===== config.mk =====
export PLATFORM = sky130hd
export DESIGN_NAME = sd_seq_gen
export DESIGN_NICKNAME = d
export VERILOG_FILES = /design/src/rtl/sd_seq_gen.sv
export SDC_FILE = /design/constraint.sdc
export NUM_CORES = 1
export LEC_CHECK = 0
export BUFFER_PORTS_ARGS = -buffer_cell sky130_fd_sc_hd__buf_2
export CAP_MARGIN = 15
export CORE_MARGIN = 10
export CORE_UTILIZATION = 46
export DETAILED_ROUTE_END_ITERATION = 7
export GPL_TIMING_DRIVEN = 0
export HOLD_SLACK_MARGIN = 0.1
export PLACE_DENSITY = 0.74
export SLEW_MARGIN = 20
export SYNTH_ARGS = -nofsm -noshare
export SYNTH_HDL_FRONTEND = slang
export SYNTH_SLANG_ARGS = --single-unit
export TNS_END_PERCENT = 10

===== constraint.sdc =====
create_clock -name clock -period 1.4 [get_ports clock]
set_input_delay 0.28 -clock clock [delete_from_list [all_inputs] [get_ports clock]]
set_output_delay 0.28 -clock clock [all_outputs]
set_load 0.02 [all_outputs]

===== src/rtl/sd_seq_gen.sv =====
// Serial sequence generator: shifts handshaked parallel words out MSB-first and runs an
// overlap-aware reference matcher on its own line, aligned with a Moore detector's output.
module sd_seq_gen #(
    parameter int unsigned WIDTH = 8,
    parameter int unsigned PAT_LEN = 4,
    parameter logic [PAT_LEN-1:0] PATTERN = 4'b1011,
    parameter logic IDLE_BIT = 1'b0,
    parameter int unsigned CNT_W = 8
) (
    input  logic             clock,
    input  logic             reset,
    input  logic [WIDTH-1:0] load_data,
    input  logic             load_valid,
    output logic             load_ready,
    output logic             sequence_out,
    output logic             out_valid,
    output logic             busy,
    output logic             expected_detect,
    output logic [CNT_W-1:0] detect_count
);

    localparam int unsigned IDX_W = $clog2(WIDTH);
    localparam logic [IDX_W-1:0] LAST_IDX = IDX_W'(WIDTH - 1);

    typedef enum logic {StIdle, StShift} state_e;

    state_e             state_q, state_d;
    logic [IDX_W-1:0]   idx_q, idx_d;
    logic [WIDTH-1:0]   shreg_q, shreg_d;
    logic [PAT_LEN-2:0] hist_q, hist_d;
    logic               det_q, det_d;
    logic [CNT_W-1:0]   cnt_q, cnt_d;

    logic               accept;
    logic [PAT_LEN-1:0] window;

    always_ff @(posedge clock) begin
        if (!reset) begin
            state_q <= StIdle;
            idx_q   <= '0;
            shreg_q <= '0;
            hist_q  <= '0;
            det_q   <= 1'b0;
            cnt_q   <= '0;
        end else begin
            state_q <= state_d;
            idx_q   <= idx_d;
            shreg_q <= shreg_d;
            hist_q  <= hist_d;
            det_q   <= det_d;
            cnt_q   <= cnt_d;
        end
    end

    always_comb begin
        state_d      = state_q;
        idx_d        = idx_q;
        shreg_d      = shreg_q;
        load_ready   = (state_q == StIdle) || (idx_q == LAST_IDX);
        accept       = load_valid && load_ready;
        sequence_out = IDLE_BIT;
        out_valid    = 1'b0;

        case (state_q)
            StIdle: begin
                if (accept) begin
                    state_d = StShift;
                    shreg_d = load_data;
                    idx_d   = '0;
                end
            end
            StShift: begin
                sequence_out = shreg_q[LAST_IDX - idx_q];
                out_valid    = 1'b1;
                if (idx_q == LAST_IDX) begin
                    // Reload on the last bit keeps back-to-back words gapless.
                    idx_d = '0;
                    if (accept) begin
                        shreg_d = load_data;
                    end else begin
                        state_d = StIdle;
                    end
                end else begin
                    idx_d = idx_q + IDX_W'(1);
                end
            end
            default: state_d = StIdle;
        endcase

        // Idle bits enter the window too, since a downstream detector sees them.
        window = {hist_q, sequence_out};
        hist_d = window[PAT_LEN-2:0];
        det_d  = (window == PATTERN);
        cnt_d  = (det_q && (cnt_q != {CNT_W{1'b1}})) ? cnt_q + CNT_W'(1) : cnt_q;
    end

    assign busy            = out_valid;
    assign expected_detect = det_q;
    assign detect_count    = cnt_q;

endmodule

==> reports/summary.txt <==
Synth Area in Adders = 0.0358
unrepaired setup endpoints after global routing = yes
gr ovfl total = 0
Startpoint Class = flip-flop
Worst Setup End Kind = primary output
Buf/Inv on CP = 1
final wirelength = 2.50 mm
vias in the first global route = 941
Initial Utilization = 0.479
Worst-Skew Late Latency = 0.31 ns
slowest cell on the critical path = mux4_2
Clock Pin Slew Worst Setup and Hold Paths = 0.12 ns
Peak VDD IR = 0.573 mV
TritonCTS clock tree = built
initial antenna violation count = 0
delay-heaviest family, CP = multiplexers
clock power share = 0.255
met1 GRT Util = 0.119
sw frac = 0.245
CP required = 1.12 ns
Compound-Gate Fraction of Synth Area = 0.163
final instance area = 0.00132 mm2
max-slew violations = 0
fmax = 543 MHz
power per cell area = 869 mW/mm2
Die H = 67.8 um
Post-Synthesis Cells = 114
register area = 490 um2
Final ANT Viol Nets = 0
Sequential Power Share = 0.626
fin crit share = 1.32
FF-to-FF setup slack = -0.01 ns
Internal Pwr Total = 0.865 mW
drt first-iter violations = 86
Core Util, Final = 0.603
Root Buffer = clkbuf_4
critical path class = reg2out
worst slew pin tran = 0.428 ns
min setup slack post-route = -0.443 ns
Max stage delay on crit path = 0.52 ns
Sinks on Clock Net = 24
Setup Viol. Count Final = 3
H-tree level count = 1
Mean Syn Cell Area = 9.21 um2
P_leak = 0.549 nW
CP arrival = 1.56 ns
sw power = 0.281 mW
number of distinct library cells after synthesis = 35
clock buffer depth = 2
Seq cells post-synth = 24
vias per cell = 5.62
mux share of post-synthesis cell area = 0.0751
Post-synth ARST share = 0
Gate power share = 0.119
routability cong. = 0.785
sequential element share of the synthesized area = 0.458
Routed WL per cell = 14.6 um
failing checks = negative setup slack
area of the multi-input gates = 581 um2
number of synthesized flops with an enable pin = 0
DP HPWL = 1.79 mm
Post-DP Area = 0.00121 mm2
Final nets = 159
met2 Use GR = 0.190
layout cells sized above 1 = 0.357
Main synth FF type = dfxtp_1
hold crit path type = in2reg
first-pass GRT wire length = 3.99 mm
Crit Path Max Fanout = 3
Mapped Nets = 128
fillers = 204
drt pass-1 iters = 4
Post-Synth Simple-Gate Area = 0.234
clock skew = 0.00246 ns
largest net degree at the start of global routing = 13
die width = 67.8 um
drc violations = 0
synthesized cell area = 0.00105 mm2
I/O pin total = 24
Inserted Clock Buffers = 3
pre-CTS setup slack = -0.199 ns
xor-xnor portion of the synthesized cell area = 0
Most Used Layer, Global Route = met2
Area Growth Syn to Fin = 25.7%
run status = finished with violations
max-cap violations = 0
hold violation count in the final report = 0
total track usage = 0.110
PortBufs = 22
Final Critical Period = 1.84 ns
Die Area = 0.00459 mm2
largest family of logic cells by synthesized area = simple AND/OR/NAND/NOR gates
hold slack final = 0.208 ns
core area = 0.00219 mm2
via count = 961
diode count = 0
row cnt = 17
met3 usage = 0.0264
slew margin rel. = 0.715
worst-path cell chain = mux4_2 > nor2b_4 > nor3_2 > buf_4
synth warn = 0
worst register-to-register path, delay by kind of cell (launching register included):
kind / cells / cell delay, ns
buffers and inverters: 2 / 0.25
adders and majority gates: 2 / 0.38
DFF: 1 / 0.38
and+or+nand+nor: 1 / 0.11
AOI/OAI and AO/OA: 2 / 0.24
what timing repair did:
item,in CTS,in global routing
setup endpoints to repair,14,16
pin swaps,3,4
resized for setup,12,9
cloned,0,0
buffers inserted,3,1
hold buffers,0,0
through the flow:
step                total power [mW]  TNS, ns  instances
CTS                             1.15   -0.879        170
detailed placement             0.848   -0.732        164
global route                    1.20    -1.51        171
global placement               0.843   -0.393        164
finish                          1.15   -0.868        171
floorplan                      0.808        0        114
cells in the final DEF, fill, tap and decap left out, drive strengths merged:
cell type,instances
a211oi,1
a21bo,1
a21oi,14
a31oi,3
and2,2
and3,2
and4,3
and4b,1
buf,28
clkbuf,6
clkinv,1
dfxtp,24
ha,3
inv,2
mux2,2
mux2i,3
mux4,1
nand2,6
nand2b,1
nand3,8
nand3b,1
nand4,2
nor2,4
nor2b,2
nor3,3
nor3b,3
nor4,2
nor4b,1
o21ai,10
o31ai,2
or3,1
power by group through the flow:
| stage | combinational (mW) | clock (mW) | sequential [mW] |
|---|---|---|---|
| global placement | 0.110 | 0 | 0.733 |
| detailed placement | 0.114 | 0 | 0.734 |
| CTS | 0.133 | 0.302 | 0.718 |
| global route | 0.151 | 0.330 | 0.722 |
| floorplan | 0.0759 | 0 | 0.732 |
| finish | 0.136 | 0.293 | 0.718 |
final timing paths:
| check | startpoint | to | cells past startpoint |
|---|---|---|---|
| worst max-delay path | idx_q[0]$_SDFFE_PN0P_ | sequence_out | 4 |
| worst min-delay path | load_data[4] | shreg_q[4]$_SDFFE_PN0P_ | 3 |
| worst max register to register | idx_q[0]$_SDFFE_PN0P_ | shreg_q[3]$_SDFFE_PN0P_ | 7 |
| worst min register to register | hist_q[1]$_SDFF_PN0_ | hist_q[2]$_SDFF_PN0_ | 1 |
Yosys cell counts (all sizes together) (2+ instances only):
library cell	instances	area, um2
a21oi	14	70.1
a31oi	3	18.8
and2	2	12.5
and3	2	12.5
and4	3	26.3
buf	2	12.5
clkbuf	3	12.5
dfxtp	24	480
ha	3	37.5
inv	2	7.50
mux2	2	22.5
mux2i	3	30.0
nand2	6	22.5
nand3	8	40.0
nand4	2	12.5
nor2	4	15.0
nor2b	2	15.0
nor3	3	15.0
nor3b	3	22.5
nor4	2	12.5
o21ai	10	50.1
o31ai	2	15.0
registers in the layout (all words and copies together), names as in the netlist:
| name | count |
|---|---|
| shreg_q | 8 |
| state_q | 1 |
| idx_q | 3 |
| detect_count | 8 |
| hist_q | 3 |
| expected_detect | 1 |
cells by family (layout without fill, tap and decap cells):
kind of cell / after synthesis / count (layout)
multiplexers: 6 / 6
adder cells (fa/ha/maj): 3 / 3
AND/OR/NAND/NOR: 42 / 42
flip-flops: 24 / 24
buffers and inverters: 8 / 37
AO/OA/AOI/OAI: 31 / 31
routing by layer:
| layer | share of wire | up-vias | routed length, um |
|---|---|---|---|
| met3 | 0.058 | 5 | 144 |
| met5 | 0 | - | 0 |
| met4 | 0.019 | 0 | 47 |
| li1 | - | 482 | - |
| met1 | 0.43 | 453 | 1070 |
| met2 | 0.50 | 21 | 1240 |
layout make-up:
cell class,instances,area share
Multi-Input combinational cell,82,0.440
Clock buffer,3,0.0171
Buffer,5,0.0209
Inverter,3,0.00853
Tap cell,28,0.0265
Timing Repair Buffer,26,0.116
Sequential cell,24,0.372
(Power assumes the default switching activity.)
